`config.mk`:
```
export PLATFORM = sky130hd
export DESIGN_NAME = cache_sram_init_flat
export DESIGN_NICKNAME = d
export VERILOG_FILES = /design/src/rtl/cache_sram_init_if.sv /design/src/rtl/cache_sram_init.sv /design/src/flat_wrapper.sv
export SDC_FILE = /design/constraint.sdc
export NUM_CORES = 1
export LEC_CHECK = 0
export BUFFER_PORTS_ARGS = -buffer_cell sky130_fd_sc_hd__buf_4
export CAP_MARGIN = 20
export CORE_AREA = 2 2 69 71
export CTS_BUF_LIST = sky130_fd_sc_hd__clkbuf_16
export DETAILED_ROUTE_END_ITERATION = 6
export DIE_AREA = 0 0 71 73
export PLACE_DENSITY = 0.85
export SLEW_MARGIN = 10
export SYNTH_ARGS = -nofsm -noshare
export SYNTH_HDL_FRONTEND = slang
export SYNTH_SLANG_ARGS = --single-unit
```
`constraint.sdc`:
```
create_clock -name clk -period 1.6 [get_ports clk]
set_input_delay 0.16 -clock clk [delete_from_list [all_inputs] [get_ports clk]]
set_output_delay 0.16 -clock clk [all_outputs]
set_load 0.01 [all_outputs]
```
`src/rtl/cache_sram_init_if.sv`:
```
// Tag/meta SRAM port bundle: cache_ctrl request fields on one side, the
// fields driven into the tag/meta SRAM macros on the other.
interface cache_sram_init_if #(
    parameter int NUM_WAYS = 4,
    parameter int AW       = 7
);
    logic [AW-1:0]       ctrl_tag_addr;
    logic [21:0]         ctrl_tag_wdat;
    logic [NUM_WAYS-1:0] ctrl_tag_web;
    logic [31:0]         ctrl_meta_wdat;
    logic [3:0]          ctrl_meta_wmask;
    logic                ctrl_meta_web;

    logic [AW-1:0]       tag_addr;
    logic [21:0]         tag_wdat;
    logic [NUM_WAYS-1:0] tag_web;
    logic [AW-1:0]       meta_addr;
    logic [31:0]         meta_wdat;
    logic [3:0]          meta_wmask;
    logic                meta_web;

    modport master (
        input  ctrl_tag_addr, ctrl_tag_wdat, ctrl_tag_web,
        input  ctrl_meta_wdat, ctrl_meta_wmask, ctrl_meta_web,
        output tag_addr, tag_wdat, tag_web,
        output meta_addr, meta_wdat, meta_wmask, meta_web
    );

    modport slave (
        output ctrl_tag_addr, ctrl_tag_wdat, ctrl_tag_web,
        output ctrl_meta_wdat, ctrl_meta_wmask, ctrl_meta_web,
        input  tag_addr, tag_wdat, tag_web,
        input  meta_addr, meta_wdat, meta_wmask, meta_web
    );
endinterface

```
`src/rtl/cache_sram_init.sv`:
```
// Tag/meta SRAM init/flush sequencer: owns the SRAM port while sweeping every
// set to zero, otherwise passes the cache_ctrl port straight through.
module cache_sram_init_chk #(
    parameter int NUM_WAYS = 4
) (
    input logic                clk,
    input logic                reset,
    input logic                flush_busy,
    input logic                flush_done,
    input logic                ctrl_hold,
    input logic [NUM_WAYS-1:0] tag_web,
    input logic                meta_web,
    input logic [21:0]         tag_wdat,
    input logic [31:0]         meta_wdat
);
    localparam logic [NUM_WAYS-1:0] WEB_OFF = {NUM_WAYS{1'b1}};
    localparam logic [NUM_WAYS-1:0] WEB_ALL = {NUM_WAYS{1'b0}};

    a_hold_is_busy: assert property (@(posedge clk) disable iff (reset)
        ctrl_hold == flush_busy);

    a_done_inside_busy: assert property (@(posedge clk) disable iff (reset)
        flush_done |-> flush_busy);

    a_done_one_cycle: assert property (@(posedge clk) disable iff (reset)
        flush_done |=> !flush_done);

    // While the sequencer owns the port, any write must be a full zero write.
    a_owned_writes_zero: assert property (@(posedge clk) disable iff (reset)
        (flush_busy && (tag_web != WEB_OFF)) |->
            ((tag_web == WEB_ALL) && (meta_web == 1'b0) &&
             (tag_wdat == 22'd0) && (meta_wdat == 32'd0)));
endmodule

module cache_sram_init #(
    parameter int NUM_WAYS = 4,
    parameter int SETS     = 128,
    parameter int AW       = $clog2(SETS)
) (
    input  logic              clk,
    input  logic              reset,
    input  logic              flush_req_i,
    output logic              flush_busy_o,
    output logic              flush_done_o,
    output logic              ctrl_hold_o,
    input  logic              ctrl_idle_i,
    cache_sram_init_if.master bus
);
    typedef enum logic [2:0] {
        ST_INIT  = 3'd0,
        ST_IDLE  = 3'd1,
        ST_DRAIN = 3'd2,
        ST_SWEEP = 3'd3,
        ST_DONE  = 3'd4
    } state_t;

    localparam logic [AW-1:0]       LAST_SET = AW'(SETS - 1);
    localparam logic [NUM_WAYS-1:0] WEB_OFF  = {NUM_WAYS{1'b1}};
    localparam logic [NUM_WAYS-1:0] WEB_ALL  = {NUM_WAYS{1'b0}};

    state_t        r_state;
    state_t        w_state_nxt;
    logic [AW-1:0] r_cnt;
    logic [AW-1:0] w_cnt_nxt;
    logic          r_pending;
    logic          w_pending_nxt;
    logic          r_busy;
    logic          r_done;

    // State, set counter, pending flag and status flops.
    always_ff @(posedge clk or posedge reset) begin
        if (reset) begin
            r_state   <= ST_INIT;
            r_cnt     <= {AW{1'b0}};
            r_pending <= 1'b0;
            r_busy    <= 1'b1;
            r_done    <= 1'b0;
        end else begin
            r_state   <= w_state_nxt;
            r_cnt     <= w_cnt_nxt;
            r_pending <= w_pending_nxt;
            r_busy    <= (w_state_nxt != ST_IDLE);
            r_done    <= (w_state_nxt == ST_DONE);
        end
    end

    // Next-state, counter and pending-flag decode.
    always_comb begin
        w_state_nxt   = r_state;
        w_cnt_nxt     = r_cnt;
        w_pending_nxt = r_pending;
        case (r_state)
            ST_INIT: begin
                w_state_nxt = ST_SWEEP;
            end
            ST_IDLE: begin
                if (flush_req_i) begin
                    w_state_nxt = ST_DRAIN;
                end else begin
                    w_state_nxt = ST_IDLE;
                end
            end
            ST_DRAIN: begin
                if (ctrl_idle_i) begin
                    w_state_nxt = ST_SWEEP;
                end else begin
                    w_state_nxt = ST_DRAIN;
                end
            end
            ST_SWEEP: begin
                if (flush_req_i) begin
                    w_pending_nxt = 1'b1;
                end else begin
                    w_pending_nxt = r_pending;
                end
                if (r_cnt == LAST_SET) begin
                    w_state_nxt = ST_DONE;
                    w_cnt_nxt   = {AW{1'b0}};
                end else begin
                    w_state_nxt = ST_SWEEP;
                    w_cnt_nxt   = r_cnt + AW'(1'b1);
                end
            end
            ST_DONE: begin
                // A request arriving in DONE itself chains straight into DRAIN.
                if (r_pending || flush_req_i) begin
                    w_state_nxt   = ST_DRAIN;
                    w_pending_nxt = 1'b0;
                end else begin
                    w_state_nxt   = ST_IDLE;
                    w_pending_nxt = 1'b0;
                end
            end
            default: begin
                w_state_nxt   = ST_INIT;
                w_cnt_nxt     = {AW{1'b0}};
                w_pending_nxt = 1'b0;
            end
        endcase
    end

    // SRAM port mux: cache_ctrl pass-through in IDLE, sweep path otherwise.
    always_comb begin
        bus.tag_addr   = r_cnt;
        bus.meta_addr  = r_cnt;
        bus.tag_wdat   = 22'd0;
        bus.meta_wdat  = 32'd0;
        bus.meta_wmask = 4'b1111;
        bus.tag_web    = WEB_OFF;
        bus.meta_web   = 1'b1;
        if (r_state == ST_IDLE) begin
            bus.tag_addr   = bus.ctrl_tag_addr;
            bus.meta_addr  = bus.ctrl_tag_addr;
            bus.tag_wdat   = bus.ctrl_tag_wdat;
            bus.meta_wdat  = bus.ctrl_meta_wdat;
            bus.meta_wmask = bus.ctrl_meta_wmask;
            bus.tag_web    = bus.ctrl_tag_web;
            bus.meta_web   = bus.ctrl_meta_web;
        end else if (r_state == ST_SWEEP) begin
            bus.tag_web    = WEB_ALL;
            bus.meta_web   = 1'b0;
        end else begin
            bus.tag_web    = WEB_OFF;
            bus.meta_web   = 1'b1;
        end
    end

    assign flush_busy_o = r_busy;
    assign ctrl_hold_o  = r_busy;
    assign flush_done_o = r_done;

    cache_sram_init_chk #(
        .NUM_WAYS (NUM_WAYS)
    ) u_chk (
        .clk        (clk),
        .reset      (reset),
        .flush_busy (flush_busy_o),
        .flush_done (flush_done_o),
        .ctrl_hold  (ctrl_hold_o),
        .tag_web    (bus.tag_web),
        .meta_web   (bus.meta_web),
        .tag_wdat   (bus.tag_wdat),
        .meta_wdat  (bus.meta_wdat)
    );
endmodule

```
`src/flat_wrapper.sv`:
```
// flat-port wrapper written by rule: the top's interface ports become plain ports
module cache_sram_init_flat 
#(
    parameter int NUM_WAYS = 4,
    parameter int SETS     = 128,
    parameter int AW       = $clog2(SETS)
)
  (clk, reset, flush_req_i, flush_busy_o, flush_done_o, ctrl_hold_o, ctrl_idle_i, bus_ctrl_tag_addr, bus_ctrl_tag_wdat, bus_ctrl_tag_web, bus_ctrl_meta_wdat, bus_ctrl_meta_wmask, bus_ctrl_meta_web, bus_tag_addr, bus_tag_wdat, bus_tag_web, bus_meta_addr, bus_meta_wdat, bus_meta_wmask, bus_meta_web);
  cache_sram_init_if #(.NUM_WAYS(NUM_WAYS), .AW(AW)) bus_i ();
  input  logic clk;
  input  logic reset;
  input  logic flush_req_i;
  output logic flush_busy_o;
  output logic flush_done_o;
  output logic ctrl_hold_o;
  input  logic ctrl_idle_i;
  input wire logic [$bits(bus_i.ctrl_tag_addr)-1:0] bus_ctrl_tag_addr;
  input wire logic [$bits(bus_i.ctrl_tag_wdat)-1:0] bus_ctrl_tag_wdat;
  input wire logic [$bits(bus_i.ctrl_tag_web)-1:0] bus_ctrl_tag_web;
  input wire logic [$bits(bus_i.ctrl_meta_wdat)-1:0] bus_ctrl_meta_wdat;
  input wire logic [$bits(bus_i.ctrl_meta_wmask)-1:0] bus_ctrl_meta_wmask;
  input wire logic [$bits(bus_i.ctrl_meta_web)-1:0] bus_ctrl_meta_web;
  output wire logic [$bits(bus_i.tag_addr)-1:0] bus_tag_addr;
  output wire logic [$bits(bus_i.tag_wdat)-1:0] bus_tag_wdat;
  output wire logic [$bits(bus_i.tag_web)-1:0] bus_tag_web;
  output wire logic [$bits(bus_i.meta_addr)-1:0] bus_meta_addr;
  output wire logic [$bits(bus_i.meta_wdat)-1:0] bus_meta_wdat;
  output wire logic [$bits(bus_i.meta_wmask)-1:0] bus_meta_wmask;
  output wire logic [$bits(bus_i.meta_web)-1:0] bus_meta_web;
  assign bus_i.ctrl_tag_addr = bus_ctrl_tag_addr;
  assign bus_i.ctrl_tag_wdat = bus_ctrl_tag_wdat;
  assign bus_i.ctrl_tag_web = bus_ctrl_tag_web;
  assign bus_i.ctrl_meta_wdat = bus_ctrl_meta_wdat;
  assign bus_i.ctrl_meta_wmask = bus_ctrl_meta_wmask;
  assign bus_i.ctrl_meta_web = bus_ctrl_meta_web;
  assign bus_tag_addr = bus_i.tag_addr;
  assign bus_tag_wdat = bus_i.tag_wdat;
  assign bus_tag_web = bus_i.tag_web;
  assign bus_meta_addr = bus_i.meta_addr;
  assign bus_meta_wdat = bus_i.meta_wdat;
  assign bus_meta_wmask = bus_i.meta_wmask;
  assign bus_meta_web = bus_i.meta_web;
  cache_sram_init #(.NUM_WAYS(NUM_WAYS), .SETS(SETS), .AW(AW)) u_core (.clk(clk), .reset(reset), .flush_req_i(flush_req_i), .flush_busy_o(flush_busy_o), .flush_done_o(flush_done_o), .ctrl_hold_o(ctrl_hold_o), .ctrl_idle_i(ctrl_idle_i), .bus(bus_i));
endmodule
```
# ---- Yosys cells after proc, flatten, opt, wreduce, memory -nomap -nowiden
# Cells that the tools add are included.
dict set report word_totals {
  wordCells 37
  in_bits 74
  reg_bits 13
  out_inout_bits 80
}
dict set report op_classes {
  muxes 17
  bitwise_logic 1
  reduce_logical 5
  eq_ne 8
  n_addsub 1
}
# cell n
set ops {}
lappend ops {{32-bit 2-to-1 mux} 1}
lappend ops {{22-bit 2-to-1 mux} 1}
lappend ops {{3-bit one-hot mux with 5 select lines} 1}
lappend ops {{7-bit 2-to-1 mux} 2}
lappend ops {{7-bit one-hot mux with 2 select lines} 1}
lappend ops {{4-bit 2-to-1 mux} 3}
lappend ops {{7-bit by 1-bit adder with 7-bit output, second input constant} 1}
lappend ops {{7-bit equality test, second input constant} 1}
lappend ops {{3-bit by 2-bit equality test with 1-bit output, second input constant} 2}
lappend ops {{3-bit equality test, second input constant} 2}
lappend ops {{1-bit 2-to-1 mux} 4}
lappend ops {{2-bit 2-to-1 mux} 2}
lappend ops {{4-bit OR reduction} 1}
lappend ops {{3-bit by 1-bit equality test with 1-bit output, second input constant} 1}
lappend ops {{3-bit zero test} 1}
lappend ops {{3-bit 2-to-1 mux} 1}
lappend ops {{3-bit by 1-bit inequality test with 1-bit output, second input constant} 1}
lappend ops {{3-bit OR reduction} 1}
lappend ops {{2-bit inequality test, second input constant} 1}
lappend ops {{1-bit one-hot mux with 2 select lines} 1}
lappend ops {{2-bit AND reduction} 1}
lappend ops {{1-bit logical OR} 1}
lappend ops {{1-bit inverter} 1}

# ---- Depth between registers and ports, before layout
# Gate-level depths: netlist (run 1).
dict set report logic_depth {
  ltp_word 4
  depth_mapped 6
  mapped_depth_nobuf 4
}

# ---- Worst setup path after synthesis (run 1)
# No wires, ideal clock.
dict set report synth_path {
  path_type {flip-flop to output port}
  start {reg u_core.r_state[2]}
  end {out bus_tag_addr[0]}
  setup_slack_ns -0.052
  stages_incl_launch_ff 6
  required_time_ns 1.440
  t_arrival_ns 1.492
  path_buffers 2
  path_cell_list {dfrtp_1 > nand2b_1 > nor2_2 > buf_4 > mux2_2 > buf_4}
}
dict set report synth_between {
  elab_chain_len 2
}
# item line
set synth_rtl {}
lappend synth_rtl {{from (decl)} cache_sram_init.sv:61} ;# state_t r_state;
lappend synth_rtl {{from (signal assigned)} cache_sram_init.sv:79} ;# r_state <= w_state_nxt;
lappend synth_rtl {{3-bit by 1-bit equality test with 1-bit output} cache_sram_init.sv:151} ;# if (r_state == ST_IDLE) begin
lappend synth_rtl {{7-bit 2-to-1 mux} n/a}
lappend synth_rtl {{to (decl)} flat_wrapper.sv:23} ;# output wire logic [$bits(bus_i.tag_addr)-1:0] bus_tag_addr;
# No other way between the ends.

# ---- Worst setup path in the final report (run 1)
dict set report layout_path {
  start {reg u_core.r_state[2]}
  end {out bus_tag_addr[6]}
}
dict set report layout_between {
  elab_chain_len 2
}
# item line
set layout_rtl {}
lappend layout_rtl {{3-bit by 1-bit equality test with 1-bit output} cache_sram_init.sv:151}
lappend layout_rtl {{7-bit 2-to-1 mux} cache_sram_init.sv:151}
# No other way between the ends.

==> impl_metrics.tcl, run 1 <==
set metrics [dict create \
    status "finished with violations" \
    violations "setup timing" \
    seq_area_frac_synth_pct 25.4 \
    synth_ff_type "dfrtp_1" \
    root_buffer "clkbuf_16" \
    mostFrequentLayoutCells "147 x buf_4, 54 x and2_1, 13 x buf_6" \
    area_growth_pct 115 \
    cts_tree "yes" \
    dr.pass1.iters 4 \
    gp_congestion 0.822 \
    cp_max_fo 5 \
    use_met3_pct 3.59 \
    vdd_drop_max_mv 0.287 \
    slew_violations 0 \
    cp-end-kind "primary output" \
    layout-drive-gt1-share_pct 57.4 \
    setup_viol 65 \
    antenna_found_initial 0 \
    num_io_pins 154 \
    pre_cts_ws_ns 0.113 \
    grt_pass1_vias 1630 \
    p_per_area_mw_per_mm2 342 \
    numCtsBuffers 3 \
    grt.total_usage_pct 18.2 \
    ys_seq_elements 13 \
    wl_per_cell_um 14.0 \
    finalPower_w 0.000947 \
    dieArea_sq_mm 0.00518 \
    cp-start-kind "register" \
    top_usage_layer "met2" \
    die_h_um 73 \
    avgSynthCellArea_sq_um 7.71 \
    mostFrequentLayoutCell "buf_4" \
    nets 395 \
    htreeDepth 1 \
    synth_area_leader_cell "and2_1" \
    synth.distinct_cells 34 \
    core_area_sq_mm 0.00454 \
    vias_per_cell 4.65 \
    synthTopCellsByArea "and2_1 26%, dfrtp_1 23%, mux2_2 6.1%, buf_4 5.2%, o21ai_0 5.1%" \
    drv_cap 0 \
    synthCells 167 \
    rsz0062_at_grt "true" \
    required_ns 1.44 \
    io_buffers 153 \
    setup_ws_ns -0.144 \
    post_dp_cell_area_sq_mm 0.00247 \
    antenna_cells 0 \
    gr-total-overflow 0 \
    synth_top_area_share_pct 26.2 \
    hold_path.class "in2reg" \
    cts.clk_slew.worst_paths_ns 0.04 \
    grt_pass1_wl_um 7600 \
    start_util_pct 28.4 \
    die_width_um 71 \
    clock_latency_ns 0.24 \
    synthArstFlopShare_pct 100 \
    synth_edf_count 0 \
    drt_iter0_markers 26 \
    crit_type "reg2out" \
    ys_warn_count 0 \
    skew_ns 0.000751 \
    leakagePower_nw 1.44 \
    finalHoldViolations 0 \
    clockBufferDepth 2 \
    slew-limit-headroom_pct 66.2 \
    synth_area_sq_mm 0.00129 \
    vias 1733 \
    clkSinkCount 13 \
    use_met1_pct 21.5 \
    finalWirelength_um 5240 \
    fin_util_pct 61.0 \
    syn-num-nets 242 \
    design_area_sq_mm 0.00277 \
    grt_max_degree 26 \
    use_met2_pct 33.0 \
    final_antenna_net_count 0 \
    drc 0 \
    worst_ep_arrival_time_ns 1.58 \
    fmax_ghz 0.573 \
    dp_hpwl_um 4010 \
    rows 25 \
    post-route-min-period_ns 1.74 \
    fin_crit_sh_pct 109 \
    tightest_slew_ns 0.506 \
]
==> state kept, by name (all words and copies together) (netlist names) <==
| signal | count |
|---|---|
| u_core.r_cnt | 7 |
| u_core.flush_done_o | 1 |
| u_core.ctrl_hold_o | 1 |
| u_core.r_state | 3 |
| u_core.r_pending | 1 |
==> synthesized netlist by cell type (all sizes together) (3+ instances only) <==
cell,n
a21oi,3
and2,54
buf,14
clkbuf,5
dfrtp,12
inv,7
mux2,7
nand2,8
nand3,6
nor2,6
o21ai,13
or3,5
==> layer usage <==
layer  up-vias  part of all wire [%]
met1       787                    37
met5         -                     0
li1        864                     -
met2        75                    54
met4         0                   1.7
met3         7                   7.3
==> kinds of logic (layout without fill, tap and decap cells) <==
kind of cell / after synthesis / in the layout / synth area share, %
buffers and inverters: 26 / 178 / 10.7
adders and majority gates: 1 / 1 / 0.972
and+or+nand+nor: 90 / 90 / 42.1
muxes: 7 / 7 / 6.12
AOI/OAI and AO/OA: 30 / 30 / 14.8
DFF: 13 / 13 / 25.4
==> path summary, 6_finish.rpt <==
kind	endpoint	cells after the start	slack, ns	startpoint
max in group asynchronous	u_core.ctrl_hold_o	3	0.74	reset
min in group asynchronous	u_core.r_state[0]	3	0.50	reset
worst max register to register	u_core.r_cnt[5]	4	0.16	u_core.r_state[2]
worst min register to register	u_core.r_pending	2	0.54	u_core.r_pending
worst max-delay path	bus_tag_addr[6]	5	-0.14	u_core.r_state[2]
worst min-delay path	u_core.r_state[0]	3	0.17	ctrl_idle_i
==> area by class of cell <==
cell class | instances | area, sq um
clock buffer | 3 | 75.1
clock inverter | 1 | 3.75
fill | 407 | 1770
inverter | 7 | 26.3
multi-input combinational | 128 | 873
sequential | 13 | 327
tap | 54 | 67.6
timing repair buffer | 167 | 1400
==> metrics by stage <==
stage | instances | hold WS [ns] | TNS, ns
6_report | 373 | 0.168 | -5.08
5_1_grt | 373 | 0.201 | -9.37
4_1_cts | 368 | 0.170 | -4.48
3_5_place_dp | 361 | 0.224 | 0
3_3_place_gp | 361 | 0.215 | 0
2_1_floorplan | 167 | 0.0362 | 0
==> power by group <==
group                      switching, W  total (W)  internal (W)  leakage, nW
registers      0.0000000000000000000944   0.000330      0.000330        0.148
logic                         0.0000309   0.000145      0.000114         1.25
clock network                  0.000142   0.000472      0.000330       0.0423
total                          0.000173   0.000947      0.000774         1.44
==> what timing repair did <==
action                                 4_1_cts  5_1_grt
hold buffers                                 1        0
endpoints found under the hold margin       12        0
buffers inserted                             0        5
gates cloned                                 2        1
resized for setup                            3       27
setup endpoints to repair                   39       71
pin swaps                                    0        1
==> critical path: stages (launching register included) <==
cell and delay, ns:
dfrtp_1 0.38, nand2b_4 0.15, nor2_4 0.19, clkbuf_16 0.18
mux2_4 0.31, buf_6 0.12
Note: power is estimated with default switching activity, not from simulation.
==> inputs of run 2 (changes only) <==
--- a/config.mk
+++ b/config.mk
@@ -8,7 +8,6 @@
 export BUFFER_PORTS_ARGS = -buffer_cell sky130_fd_sc_hd__buf_4
 export CAP_MARGIN = 20
 export CORE_AREA = 2 2 69 71
-export CTS_BUF_LIST = sky130_fd_sc_hd__clkbuf_16
 export DETAILED_ROUTE_END_ITERATION = 6
 export DIE_AREA = 0 0 71 73
 export PLACE_DENSITY = 0.85
==> run 2 against run 1 <==
  * The flow still finishes with violations (setup timing)
  * Total power decreased by 18%
  * Combinational power about the same
  * Final cell count unchanged
  * Largest cell class unchanged
  * Highest routed layer unchanged
  * Worst hold slack improved by 0.00058 ns
  * Clock power decreased by 36%
  * Worst setup slack got worse by 0.0077 ns
  * Critical path type unchanged
  * Critical endpoint unchanged
  * Critical path depth unchanged
  * Global-route usage about the same
  * Clock skew increased by 0.0036 ns
  * Routed wire length decreased by 0.94%
==> impl_metrics.tcl, run 2 (synthesis results as in run 1) <==
set metrics [dict create \
    fmax_ghz 0.571 \
    drv_cap 0 \
    min_from "ctrl_idle_i" \
    crit_type "reg2out" \
    die_h_um 73 \
    clockBufferDepth 2 \
    core_area_sq_mm 0.00454 \
    numCtsBuffers 3 \
    p_per_area_mw_per_mm2 283 \
    wl_per_cell_um 13.9 \
    cp_max_fo 5 \
    dp_hpwl_um 4010 \
    violations "setup timing" \
    r2r_slack_ns 0.15 \
    mostFrequentLayoutCells "147 x buf_4, 54 x and2_1, 13 x buf_6" \
    hold_path.class "in2reg" \
    cp-end-kind "primary output" \
    hold_path_depth 3 \
    vias_per_cell 4.63 \
    gp_congestion 0.822 \
    nets 395 \
    skew_ns 0.00435 \
    cp-start-kind "register" \
    root_buffer "clkbuf_8" \
    fin_tns_setup_ns -5.54 \
    required_ns 1.44 \
    largest_reg_flops 7 \
    io_buffers 153 \
    hold_end "u_core.r_state[0]" \
    vdd_drop_max_mv 0.202 \
    rsz0062_at_grt "true" \
    worst_ep_arrival_time_ns 1.59 \
    antenna_cells 0 \
    layout-drive-gt1-share_pct 58.3 \
    setup_ws_ns -0.151 \
    finalWirelength_um 5190 \
    grt_max_degree 26 \
    dieArea_sq_mm 0.00518 \
    slew-limit-headroom_pct 67.0 \
    status "finished with violations" \
    drc 0 \
    mostFrequentLayoutCell "buf_4" \
    num_io_pins 154 \
    rr_endpoint "u_core.r_cnt[5]" \
    clkSinkCount 13 \
    slew_violations 0 \
    htreeDepth 1 \
    grt_pass1_vias 1622 \
    rows 25 \
    regToRegStartpoint "u_core.r_state[2]" \
    worst_r2r_path_depth 4 \
    cts.clk_slew.worst_paths_ns 0.06 \
    cts_tree "yes" \
    tightest_slew_ns 0.495 \
    area_growth_pct 113 \
    grt.total_usage_pct 18.3 \
    dr.pass1.iters 4 \
    gr-total-overflow 0 \
    reg_top3 "u_core.r_cnt (7), u_core.r_state (3)" \
    top_register "u_core.r_cnt" \
    leakagePower_nw 1.43 \
    grt_pass1_wl_um 7550 \
    start_util_pct 28.4 \
    post-route-min-period_ns 1.75 \
    fin_crit_sh_pct 109 \
    finalHoldViolations 0 \
    pre_cts_ws_ns 0.113 \
    setup_viol 65 \
    antenna_found_initial 0 \
    clock_latency_ns 0.25 \
    vias 1728 \
    die_width_um 71 \
    drt_iter0_markers 31 \
    final_antenna_net_count 0 \
]
run 2: area by class of cell:
type                       instances  area (sq um)
timing repair buffer             167          1400
multi-input combinational        128           881
clock buffer                       4          45.0
inverter                           7          26.3
sequential                        13           328
tap                               54          67.6
fill                             412          1790
run 2: how the worst max path moves through the flow:
stage                      startpoint               end  slack, ns  depth (start not counted)
floorplan           u_core.r_state[2]   bus_tag_addr[0]       0.06                          5
global placement    u_core.r_state[2]  bus_meta_addr[5]       0.14                          5
detailed placement  u_core.r_state[2]   bus_tag_addr[3]       0.11                          5
CTS                 u_core.r_state[2]  bus_meta_addr[0]      -0.15                          5
global route        u_core.r_state[2]   bus_tag_addr[3]      -0.21                          5
finish              u_core.r_state[2]   bus_tag_addr[6]      -0.15                          5
run 2: report_power, final:
group          internal (W)              switching, W  total (W)  leakage [nW]
Combinational      0.000114                 0.0000312   0.000145          1.26
Sequential         0.000329  0.0000000000000000000906   0.000329         0.148
Clock              0.000177                  0.000126   0.000303        0.0228
Total              0.000620                  0.000158   0.000777          1.43
run 2: metal layers:
metal  track usage (%)  vias to the layer above  part of all wire [%]
met1              21.6                      780                    37
li1                  -                      867                     -
met3              3.59                        7                   7.4
met2              32.4                       74                    54
met4              7.55                        0                   2.0
met5                 0                        -                     0
run 2: timing repair:
item                                   4_1_cts  5_1_grt
setup endpoints to repair                   39       73
resized for setup                            3       31
pin swaps                                    0        1
hold buffers                                 1        0
endpoints found under the hold margin       12        0
setup buffers                                0        5
cloned                                       2        1
run 2: critical path: stages (launching register included):
cell	delay, ns
dfrtp_1	0.38
nand2b_4	0.15
nor2_4	0.19
clkbuf_16	0.18
mux2_4	0.31
buf_6	0.12
run 2: per-stage QoR:
step | total power, W | utilization (%) | cell area (sq um) | cells | hold slack (ns)
global route | 0.000815 | 60.5 | 2740 | 373 | 0.193
global placement | 0.000473 | 54.6 | 2470 | 361 | 0.215
finish | 0.000777 | 60.5 | 2740 | 373 | 0.169
CTS | 0.000789 | 57.4 | 2610 | 368 | 0.160
detailed placement | 0.000477 | 54.6 | 2470 | 361 | 0.224
floorplan | 0.000343 | - | 1300 | 167 | 0.0362
